==> src/rtl/bitty_pkg.sv <==
// rtl/bitty_pkg.sv - shared types and constants for the Bitty instruction sequencer
package bitty_pkg;

    localparam int INSTR_W              = 16;
    localparam int CNT_W                = 16;
    localparam int NOMINAL_INSTR_CYCLES = 7;
    localparam int CU_DONE_LATENCY      = 2;

    typedef enum logic [2:0] {
        ST_IDLE,
        ST_FETCH,
        ST_MEMWAIT,
        ST_ISSUE,
        ST_LOAD,
        ST_CALC,
        ST_WAIT_DONE,
        ST_HALTED
    } seq_state_t;

    // Retired-instruction counter increment that sticks at all-ones
    function automatic logic [CNT_W-1:0] sat_inc(input logic [CNT_W-1:0] v);
        return (v == {CNT_W{1'b1}}) ? v : v + 1'b1;
    endfunction

endpackage

==> src/rtl/bitty_watchdog.sv <==
// rtl/bitty_watchdog.sv - cycle watchdog that pulses when a wait runs TIMEOUT cycles
module bitty_watchdog #(
    parameter int TIMEOUT = 16
) (
    input  logic i_clk,
    input  logic i_rst_n,
    input  logic i_clear,
    input  logic i_en,
    output logic o_expired
);

    localparam int CW = $clog2(TIMEOUT + 1);

    logic [CW-1:0] r_cnt;

    // Expiry is reported on the TIMEOUT-th enabled cycle, so the caller acts on that edge
    assign o_expired = i_en && (r_cnt == CW'(TIMEOUT - 1));

    // Count enabled cycles; clearing restarts the window for the next wait
    always_ff @(posedge i_clk or negedge i_rst_n) begin
        if (!i_rst_n) begin
            r_cnt <= '0;
        end else if (i_clear) begin
            r_cnt <= '0;
        end else if (i_en && !o_expired) begin
            r_cnt <= r_cnt + 1'b1;
        end
    end

endmodule

==> src/rtl/bitty_instr_sequencer.sv <==
// rtl/bitty_instr_sequencer.sv - fetch/issue sequencer driving the Bitty control unit
module bitty_instr_sequencer
    import bitty_pkg::*;
#(
    parameter int ADDR_W  = 8,
    parameter int TIMEOUT = 16
) (
    input  logic               clk,
    input  logic               reset,
    input  logic               start,
    input  logic               halt_req,
    input  logic [ADDR_W-1:0]  base_addr,
    input  logic [ADDR_W-1:0]  end_addr,
    output logic               imem_rd_en,
    output logic [ADDR_W-1:0]  imem_addr,
    input  logic [INSTR_W-1:0] imem_rdata,
    output logic [INSTR_W-1:0] instruction,
    output logic               en_i,
    output logic               en_s,
    output logic               en_c,
    input  logic               cu_done,
    output logic               busy,
    output logic               finished,
    output logic [ADDR_W-1:0]  pc,
    output logic [CNT_W-1:0]   instr_count,
    output logic               err_timeout
);

    seq_state_t         r_state;
    logic [ADDR_W-1:0]  r_pc;
    logic [ADDR_W-1:0]  r_end;
    logic [INSTR_W-1:0] r_instr;
    logic [CNT_W-1:0]   r_count;
    logic               r_rd_en;
    logic               r_en_i;
    logic               r_en_s;
    logic               r_en_c;
    logic               r_busy;
    logic               r_finished;
    logic               r_err;
    logic               r_halt_seen;

    logic               w_wd_en;
    logic               w_wd_clear;
    logic               w_wd_expired;
    logic               w_halt;
    logic               w_last;

    assign w_wd_en    = (r_state == ST_WAIT_DONE) && !cu_done;
    assign w_wd_clear = (r_state != ST_WAIT_DONE);
    assign w_halt     = r_halt_seen || halt_req;
    assign w_last     = (r_pc == r_end);

    assign imem_rd_en  = r_rd_en;
    assign imem_addr   = r_pc;
    assign instruction = r_instr;
    assign en_i        = r_en_i;
    assign en_s        = r_en_s;
    assign en_c        = r_en_c;
    assign busy        = r_busy;
    assign finished    = r_finished;
    assign pc          = r_pc;
    assign instr_count = r_count;
    assign err_timeout = r_err;

    bitty_watchdog #(
        .TIMEOUT (TIMEOUT)
    ) u_watchdog (
        .i_clk     (clk),
        .i_rst_n   (reset),
        .i_clear   (w_wd_clear),
        .i_en      (w_wd_en),
        .o_expired (w_wd_expired)
    );

    // Sequencer FSM; every output is registered and the one-cycle strobes default low
    always_ff @(posedge clk or negedge reset) begin
        if (!reset) begin
            r_state     <= ST_IDLE;
            r_pc        <= '0;
            r_end       <= '0;
            r_instr     <= '0;
            r_count     <= '0;
            r_rd_en     <= 1'b0;
            r_en_i      <= 1'b0;
            r_en_s      <= 1'b0;
            r_en_c      <= 1'b0;
            r_busy      <= 1'b0;
            r_finished  <= 1'b0;
            r_err       <= 1'b0;
            r_halt_seen <= 1'b0;
        end else begin
            r_rd_en    <= 1'b0;
            r_en_i     <= 1'b0;
            r_en_s     <= 1'b0;
            r_en_c     <= 1'b0;
            r_finished <= 1'b0;
            // A halt request anywhere inside an instruction is remembered until it retires
            if (r_busy && halt_req) begin
                r_halt_seen <= 1'b1;
            end
            case (r_state)
                ST_IDLE, ST_HALTED: begin
                    if (start) begin
                        r_state     <= ST_FETCH;
                        r_pc        <= base_addr;
                        r_end       <= end_addr;
                        r_count     <= '0;
                        r_err       <= 1'b0;
                        r_halt_seen <= 1'b0;
                        r_rd_en     <= 1'b1;
                        r_busy      <= 1'b1;
                    end
                end
                ST_FETCH: begin
                    r_state <= ST_MEMWAIT;
                end
                ST_MEMWAIT: begin
                    r_instr <= imem_rdata;
                    r_state <= ST_ISSUE;
                    r_en_i  <= 1'b1;
                end
                ST_ISSUE: begin
                    r_state <= ST_LOAD;
                    r_en_s  <= 1'b1;
                end
                ST_LOAD: begin
                    r_state <= ST_CALC;
                    r_en_c  <= 1'b1;
                end
                ST_CALC: begin
                    r_state <= ST_WAIT_DONE;
                end
                ST_WAIT_DONE: begin
                    if (cu_done) begin
                        r_count     <= sat_inc(r_count);
                        r_halt_seen <= 1'b0;
                        if (w_last) begin
                            // End of range takes priority over a pending halt
                            r_state    <= ST_IDLE;
                            r_finished <= 1'b1;
                            r_busy     <= 1'b0;
                        end else if (w_halt) begin
                            r_state <= ST_HALTED;
                            r_pc    <= r_pc + 1'b1;
                            r_busy  <= 1'b0;
                        end else begin
                            r_state <= ST_FETCH;
                            r_pc    <= r_pc + 1'b1;
                            r_rd_en <= 1'b1;
                        end
                    end else if (w_wd_expired) begin
                        r_state <= ST_HALTED;
                        r_err   <= 1'b1;
                        r_busy  <= 1'b0;
                    end
                end
                default: begin
                    r_state <= ST_IDLE;
                    r_busy  <= 1'b0;
                end
            endcase
        end
    end

endmodule

==> config.mk <==
export PLATFORM = sky130hd
export DESIGN_NAME = bitty_instr_sequencer
export DESIGN_NICKNAME = d
export VERILOG_FILES = /design/src/rtl/bitty_pkg.sv /design/src/rtl/bitty_watchdog.sv /design/src/rtl/bitty_instr_sequencer.sv
export SDC_FILE = /design/constraint.sdc
export NUM_CORES = 1
export LEC_CHECK = 0
export CORE_ASPECT_RATIO = 2
export CORE_MARGIN = 3
export CORE_UTILIZATION = 48
export DETAILED_ROUTE_END_ITERATION = 8
export PLACE_DENSITY = 0.8
export SYNTH_ARGS = -nofsm -noshare
export SYNTH_HDL_FRONTEND = slang
export SYNTH_SLANG_ARGS = --single-unit
==> constraint.sdc <==
create_clock -name clk -period 2.8 [get_ports clk]
set_clock_uncertainty 0.2 [all_clocks]
set_input_delay 0.7 -clock clk [delete_from_list [all_inputs] [get_ports clk]]
set_output_delay 0.7 -clock clk [all_outputs]
set_load 0.1 [all_outputs]
=== Yosys cells after proc, flatten, opt, wreduce, memory -nomap -nowiden ===
Index checks and enable logic that the tools add are counted.

* Bits in registers: 64
* Bits in latches: 0
* Memory bits (writable): 0
* ROM bits: 0
* Bits of input ports: 37
* Output and inout port bits: 55
* Word-level logic and storage cells: 94
* Memories kept: 0

* $add $sub $neg: 3
* Multiply operators: 0
* Divide/modulo/power cells: 0
* Magnitude comparators: 0
* Equal/unequal tests: 19
* Shift operators: 0
* Mux-type cells: 41
* Bitwise gates (word level): 0
* Reduce and logical (&&, ||, !) cells: 17

{| class="wikitable"
|+ Operators with widths
! operator !! count
|-
| $mux W16 || 3
|-
| $pmux W16 S2 || 1
|-
| $mux W8 || 3
|-
| $mux W1 || 21
|-
| $pmux W3 S7 || 1
|-
| $add A16 B1 Y16 const B || 1
|-
| $eq A16 B16 Y1 const B || 1
|-
| $pmux W8 S2 || 1
|-
| $reduce_and A4 Y1 || 4
|-
| $mux W3 || 5
|-
| $eq A3 B3 Y1 const B || 4
|-
| $mux W5 || 2
|-
| $ne A2 B2 Y1 const B || 5
|-
| $add A8 B1 Y8 const B || 1
|-
| $eq A8 B8 Y1 || 1
|-
| $pmux W1 S2 || 4
|-
| $eq A3 B2 Y1 const B || 2
|-
| $add A5 B1 Y5 const B || 1
|-
| $eq A5 B4 Y1 const B || 1
|-
| $logic_and A1 B1 Y1 || 4
|-
| $ne A4 B4 Y1 const B || 1
|-
| $reduce_and A2 Y1 || 2
|-
| $reduce_bool A2 Y1 || 2
|-
| $eq A3 B1 Y1 const B || 1
|-
| 7 further kinds || 8
|}

=== Longest topological paths before layout ===
Gate-level depths: netlist (run 1).

* Depth after elaboration: 7
* Mapped depth: 8
* Mapped depth without buffers: 7

=== By module ===
Synthesis (run 1) repeated with hierarchy kept, for this count alone.

* Cells, all modules: 325
* Area total of the unflattened synthesis: 3,266.9 um^2

{| class="wikitable"
|+ By module, submodules not included
! module !! instances !! cells an instance !! area each (um^2) !! sequential area each (um^2)
|-
| bitty_instr_sequencer || 1 || 301 || 2,991.6 || 1,476.4
|-
| bitty_watchdog || 1 || 24 || 275.3 || 125.1
|}

=== Least setup slack after synthesis (run 1) ===
No wires, ideal clock.

* Path kind: flip-flop to flip-flop
* Start point: register r_count[2], in the netlist instr_count[2]
* End point: register r_count[9], in the netlist instr_count[9]
* Library setup time: 121 ps
* Arrival: 2,133 ps
* Data required time: 2,479 ps
* Setup slack: 345 ps
* Cell stages (with the launch flop): 6
* Path buffers: 0
* Period minus slack after synthesis: 2,455 ps
* Path through: dfrtp_1 -> nand3_1 -> or2_2 -> a2111oi_4 -> xnor2_1 -> nor2_1

* Word-level cells in the longest chain between the ends: 4
* Elaborated cells between the ends (all ways): 7
* Classes of those cells: 1 x add/sub; 2 x eq/ne; 3 x mux; 1 x reduce/logical

{| class="wikitable"
|+ Ends and longest elaborated chain
! element !! line !! text
|-
| from (decl) || bitty_instr_sequencer.sv:33 || <nowiki>logic [CNT_W-1:0] r_count;</nowiki>
|-
| from (signal assigned) || bitty_instr_sequencer.sv:136 || <nowiki>r_count <= sat_inc(r_count);</nowiki>
|-
| $add A16 B1 Y16 || bitty_pkg.sv:22 || <nowiki>return (v == {CNT_W{1'b1}}) ? v : v + 1'b1;</nowiki>
|-
| $mux W16 || bitty_pkg.sv:22 ||
|-
| $mux W16 || bitty_instr_sequencer.sv:135 || <nowiki>if (cu_done) begin</nowiki>
|-
| $pmux W16 S2 || bitty_instr_sequencer.sv:102 || <nowiki>case (r_state)</nowiki>
|}

Parallel ways exist; a longest one is shown, timed or not. The select of a mux whose other input is x is not followed.
A chain may end at the register's enable or synchronous reset.

=== Final worst setup path (run 1) ===
* Start point: input start
* End point: register r_count[13], in the netlist instr_count[13]

* Word-level cells in the longest chain between the ends: 2

{| class="wikitable"
|+ Ends and longest elaborated chain
! element !! line !! text
|-
| from (decl) || bitty_instr_sequencer.sv:10 || <nowiki>input logic start,</nowiki>
|-
| $ne A2 B2 Y1 (no source line) || - ||
|-
| $reduce_and A4 Y1 (no source line) || - ||
|}

Every way passes these cells.

==> results of run 1 <==
## cell type report
| type | count | area (um^2) | area share, % |
|---|---|---|---|
| clock buffer | 12 | 256 | 5.85 |
| clock inverter | 1 | 5.00 | 0.114 |
| inverter | 5 | 18.8 | 0.428 |
| multi-input combinational | 228 | 1490 | 33.9 |
| sequential | 64 | 1600 | 36.5 |
| tap | 86 | 108 | 2.46 |
| timing repair buffer | 108 | 908 | 20.7 |
## routing by layer
metal  track usage [%]  vias up  share of wire, %
li1                  -     1343                 -
met1              24.6     1381                38
met2              38.0       67                56
met3              4.98        9               3.8
met4              10.6        0               2.0
met5                 0        -                 0
## cell families (layout without fill, tap and decap cells)
| family | Yosys count | count (layout) |
|---|---|---|
| compound gates | 56 | 56 |
| xor+xnor | 18 | 18 |
| fa+ha+maj | 4 | 4 |
| buf+inv | 29 | 126 |
| flops | 64 | 64 |
| mux | 19 | 19 |
| simple gates | 131 | 131 |
## Yosys cell counts (2+ instances only)
library cell  instances
or4_1                 2
nor2_1               21
nand2b_1              2
dfrtp_1              64
o21ai_0               9
a21oi_1              11
clkbuf_1              9
a32oi_1               4
xnor2_1               4
and2_1                3
a221oi_1              2
o211ai_1              5
mux2i_1               3
and4_1                4
nand3_1               8
buf_2                 6
and3_1                8
ha_1                  4
nand4_1               7
nor3_1                3
or2_2                 3
buf_4                 8
o22a_1                2
nand2_1              56
o311ai_0              4
nor4_1                7
a211oi_1              3
mux2_2               16
inv_1                 5
xor2_1               14
or3_1                 3
a31oi_1               2
## critical path, delay by kind of cell
kind / cells / cell delay [ns]
AOI/OAI and AO/OA: 3 / 0.69
buffers and inverters: 2 / 0.66
and+or+nand+nor: 2 / 0.59
## state kept, by name (all words and copies together) (netlist names), 3 cells and up
signal	count
r_end	8
r_state	3
u_watchdog.r_cnt	5
imem_addr	8
instr_count	16
instruction	16
## stage by stage
| step | setup TNS, ns | util [%] | setup slack [ns] |
|---|---|---|---|
| floorplan | 0 | - | 0.345 |
| global placement | -0.0106 | 64.3 | -0.0106 |
| detailed placement | -0.242 | 64.3 | -0.0598 |
| CTS | 0 | 68.4 | 0.188 |
| global route | 0 | 68.4 | 0.117 |
| finish | 0 | 68.4 | 0.172 |
## how the worst min path moves through the flow
stage	cells past startpoint	to	startpoint
6_report	1	en_c	reset
5_1_grt	1	instr_count[4]	reset
4_1_cts	1	instr_count[4]	reset
3_5_place_dp	2	r_end[2]	r_end[2]
3_3_place_gp	2	r_end[7]	r_end[7]
2_1_floorplan	0	busy	reset
==> flow_metrics.env, run 1 <==
export IMPL_nets=457
export IMPL_max_freq_mhz=380
export IMPL_max_stage_delay_ns=0.49
export IMPL_cts_tree="done"
export IMPL_synth_net_count=362
export IMPL_critPathLaunchType="input port"
export IMPL_htree_levels=3
export IMPL_whs_ns=0.0484
export IMPL_finalCritPeriodShare_pct=93.9
export IMPL_worstMarginPinSlew_ns=0.555
export IMPL_ctsLongestPathBuffers=2
export IMPL_io_buffers=91
export IMPL_grt_max_degree=38
export IMPL_max_cap_violations=0
export IMPL_crit_start="start"
export IMPL_slew_headroom_pct=62.9
export IMPL_die_area_um2=7830
export IMPL_crit_path_end_kind="flop"
export IMPL_dp_cells=491
export IMPL_cp_required_ns=2.81
export IMPL_synthArstFlopShare_pct=100
export IMPL_path_clk_slew_ns=0.05
export IMPL_synthFlopType="dfrtp_1"
export IMPL_worstPathMaxFanout=3
export IMPL_slowest_stage="clkdlybuf4s50_1"
export IMPL_drc=0
export IMPL_syn_area_per_cell_um2=10.1
export IMPL_fillers=495
export IMPL_fp_dieH_um=122
export IMPL_first_pass_iters=4
export IMPL_timing_rr_end="instr_count[13]"
export IMPL_drt_iter0_markers=161
export IMPL_yosys_area_top_type="dfrtp_1"
export IMPL_drive_gt1_share_pct=26.3
export IMPL_ys_types=51
export IMPL_clock_sinks=64
export IMPL_synth_edf_count=0
export IMPL_numCtsBuffers=9
export IMPL_instances_no_fill=504
export IMPL_mostFrequentLayoutCell="buf_4"
export IMPL_drt_total_wl_mm=8.16
export IMPL_clk_insertion_delay_late_ns=0.33
export IMPL_finalCriticalPeriod_ns=2.63
export IMPL_gr_usage_all_layers_pct=21.8
export IMPL_stdcell_area_um2=4380
export IMPL_synth_seq_cells=64
export IMPL_final_max_slew_viol_count=0
export IMPL_grt_pass1_vias=2740
export IMPL_diodes=0
export IMPL_yosys_warnings=0
export IMPL_rows=41
export IMPL_vias=2800
export IMPL_core_um2=6410
export IMPL_dp_hpwl_mm=6.03
export IMPL_endpoint="instr_count[13]"
export IMPL_synth_mux_area_fraction_pct=6.49
export IMPL_syn_to_final_growth_pct=35.3
export IMPL_ys_seq_area_share_pct=49.4
export IMPL_postRouteAntennaNets=0
export IMPL_die_x_um=64.1
export IMPL_gp_congestion=0.881
export IMPL_post_cts_resized=0
export IMPL_synthCells=321
export IMPL_ys_top_cells_by_area="dfrtp_1 49%, nand2_1 6.5%, mux2_2 5.6%"
export IMPL_grt_antenna_before_repair=0
export IMPL_holdBufCountCts=0
export IMPL_syn_area_um2=3240
export IMPL_final_cell_mix="71 x buf_4, 64 x dfrtp_1, 56 x nand2_1, 35 x clkdlybuf4s50_1, 21 x nor2_1"
export IMPL_grt_overflow=0
export IMPL_num_io_pins=92
export IMPL_cp_cell_sequence="clkdlybuf4s50_1 > or3b_4 > o22a_1 > buf_4 > nor2_2 > a41oi_1 > a311oi_1"
export IMPL_critPathKind="input port to flop"
export IMPL_cp_data_arrival_time_ns=2.64
export IMPL_start_util_pct=50.5
export IMPL_synthAdderAreaFrac_pct=1.54
export IMPL_synth_compound_area_share_pct=13.4
export IMPL_setup_viol=0
export IMPL_grt_pass1_wl_mm=13.2
export IMPL_reg2reg_setup_slack_ns=0.45
export IMPL_r2r_cells=6
export IMPL_dpl_cell_area_um2=4120
export IMPL_cts_root_buf="clkbuf_16"
export IMPL_status="complete, no violations"
export IMPL_yosys_area_share_xor_xnor_pct=4.86
export IMPL_reg2reg_from="r_state[1]"
export IMPL_synth_top_cell_area_share_pct=49.4
export IMPL_synth_simple_area_share_pct=19.6
export IMPL_routed_via_density=5.56
export IMPL_rsz0062_at_grt="no"
export IMPL_hold_violations=0
export IMPL_post_cts_setup_buffers=0
export IMPL_routedWlPerCell_um=16.2
export IMPL_synth_top_family_by_area="simple AND/OR/NAND/NOR gates"
export IMPL_hold_path_class="input port to async pin"
Power of run 1 is not shown: default switching activity piles up to over one toggle a cycle in this logic, so the estimate is an artifact.
==> run 2: changes to the inputs <==
--- a/config.mk
+++ b/config.mk
@@ -7,9 +7,10 @@
 export LEC_CHECK = 0
 export CORE_ASPECT_RATIO = 2
 export CORE_MARGIN = 3
-export CORE_UTILIZATION = 48
+export CORE_UTILIZATION = 60
 export DETAILED_ROUTE_END_ITERATION = 8
-export PLACE_DENSITY = 0.8
+export DONT_BUFFER_PORTS = 1
+export PLACE_DENSITY = 0.76
 export SYNTH_ARGS = -nofsm -noshare
 export SYNTH_HDL_FRONTEND = slang
 export SYNTH_SLANG_ARGS = --single-unit
==> run 2 against run 1 <==
Against the previous run: worst hold slack worse by 0.037 ns; clock-buffer cell count up 1; routed wire length decreased by 8.2%; via count shrank 8.5%; final area is 15% lower; core utilization is 3.4 points higher; critical path depth fell by 2; critical endpoint is now instr_count[3].
==> flow_metrics.env, run 2 (same netlist as run 1, synthesis figures left out) <==
export IMPL_max_freq_mhz=402
export IMPL_fin_ws_ns=0.312
export IMPL_start_util_pct=62.5
export IMPL_grt_pass1_vias=2531
export IMPL_nets=390
export IMPL_cp_required_ns=2.88
export IMPL_drt_iter0_markers=118
export IMPL_crit_start="r_state[0]"
export IMPL_critPathLaunchType="flop"
export IMPL_regArea_um2=1610
export IMPL_final_max_slew_viol_count=0
export IMPL_crit_path_end_kind="flop"
export IMPL_num_io_pins=92
export IMPL_met3_usage_pct=6.93
export IMPL_slowest_stage="dfrtp_1"
export IMPL_setup_viol=0
export IMPL_grt_overflow=0
export IMPL_max_cap_violations=0
export IMPL_cts_root_buf="clkbuf_8"
export IMPL_multi_input_area_um2=1490
export IMPL_postRouteAntennaNets=0
export IMPL_finalCritPeriodShare_pct=88.9
export IMPL_vias=2563
export IMPL_status="complete, no violations"
export IMPL_final_setup_tns_ns=0
export IMPL_ctsLongestPathBuffers=2
export IMPL_finalCoreUtilization_pct=71.8
export IMPL_htree_levels=3
export IMPL_cp_data_arrival_time_ns=2.57
export IMPL_slew_headroom_pct=39.2
export IMPL_critPathKind="flop to flop"
export IMPL_io_buffers=0
export IMPL_drive_gt1_share_pct=24.3
export IMPL_grt_util_met1_pct=26.9
export IMPL_hold_path_class="input port to async pin"
export IMPL_dp_hpwl_mm=5.40
export IMPL_syn_to_final_growth_pct=14.9
export IMPL_cts_tree="done"
export IMPL_grt_met2_usage_pct=43.0
export IMPL_pre_cts_ws_ns=0.264
export IMPL_routed_via_density=6.22
export IMPL_grt_pass1_wl_mm=11.9
export IMPL_grt_max_degree=65
export IMPL_stdcell_area_um2=3720
export IMPL_max_stage_delay_ns=0.59
export IMPL_grt_antenna_before_repair=0
export IMPL_core_um2=5180
export IMPL_post_cts_resized=0
export IMPL_finalCriticalPeriod_ns=2.49
export IMPL_grt_busiest_layer="met2"
export IMPL_post_cts_setup_buffers=0
export IMPL_worstMarginPinSlew_ns=0.912
export IMPL_diodes=0
export IMPL_reg2reg_from="r_state[0]"
export IMPL_numCtsBuffers=9
export IMPL_rows=37
export IMPL_drc=0
export IMPL_fp_dieH_um=110
export IMPL_dpl_cell_area_um2=3490
export IMPL_drt_total_wl_mm=7.49
export IMPL_fillers=385
export IMPL_cp_cell_sequence="mux2i_1 > o22a_1 > nor2_1 > or4_1 > nand2_1"
export IMPL_rsz0062_at_grt="no"
export IMPL_path_clk_slew_ns=0.06
export IMPL_gr_usage_all_layers_pct=25.0
export IMPL_worstPathMaxFanout=18
export IMPL_die_x_um=58.0
export IMPL_routedWlPerCell_um=18.2
export IMPL_hold_violations=0
export IMPL_final_cell_mix="56 x nand2_1, 56 x dfrtp_1, 40 x buf_4, 21 x nor2_1, 16 x mux2_2"
export IMPL_first_pass_iters=4
export IMPL_clock_sinks=64
export IMPL_gp_congestion=0.849
export IMPL_clk_insertion_delay_late_ns=0.34
export IMPL_die_area_um2=6370
export IMPL_holdBufCountCts=1
[run 2: cell types whose count changed in the layout (fill, tap and decap cells not counted), moves of 2 or more]
cell	delta
buf_4	-31
bufinv_16	+2
clkbuf_1	+3
clkbuf_16	-9
clkbuf_8	+7
clkdlybuf4s50_1	-35
dfrtp_1	-8
dfrtp_2	+8
[run 2: critical path: cells and delay by family, from the launching register on]
kind             cells  cell delay [ns]
multiplexers         1             0.29
AND/OR/NAND/NOR      3             0.75
AO/OA/AOI/OAI        1             0.59
flip-flops           1             0.59
[run 2: final cells by class]
| type | count | area share, % |
|---|---|---|
| Clock buffer | 13 | 3.73 |
| Multi-Input combinational cell | 228 | 39.9 |
| Sequential cell | 64 | 43.3 |
| Timing Repair Buffer | 41 | 8.81 |
| Inverter | 5 | 0.504 |
| Clock inverter | 3 | 1.82 |
| Tap cell | 58 | 1.95 |
[run 2: stage by stage]
step | std cells | hold slack (ns)
global placement | 395 | 0.207
finish | 412 | 0.0112
floorplan | 321 | 0.204
global route | 412 | 0.0375
CTS | 412 | 0.0380
detailed placement | 395 | 0.206
[run 2: final timing paths]
path	to	slack (ns)	cells past startpoint
setup / recovery	instr_count[3]	0.31	5
hold / removal	instr_count[9]	0.01	1
setup reg to reg	instr_count[3]	0.31	5
hold reg to reg	r_end[2]	0.30	2
max in group asynchronous	imem_addr[6]	2.07	1
min in group clk	r_end[5]	0.27	2
[run 2: metal layers]
layer | vias to the layer above | wire length, um
met2 | 85 | 4180
met3 | 20 | 435
met5 | - | 0
met1 | 1252 | 2650
met4 | 0 | 217
li1 | 1206 | -
Power of run 2 is left out for the same reason.
==> run 3: changes to the inputs <==
--- a/config.mk
+++ b/config.mk
@@ -8,6 +8,7 @@
 export CORE_ASPECT_RATIO = 2
 export CORE_MARGIN = 3
 export CORE_UTILIZATION = 60
+export CTS_CLUSTER_SIZE = 25
 export DETAILED_ROUTE_END_ITERATION = 8
 export DONT_BUFFER_PORTS = 1
 export PLACE_DENSITY = 0.76
==> results of run 3 <==
The final DEF is identical to that of run 2; final timing and power are the same.
Power of run 3 is left out for the same reason.
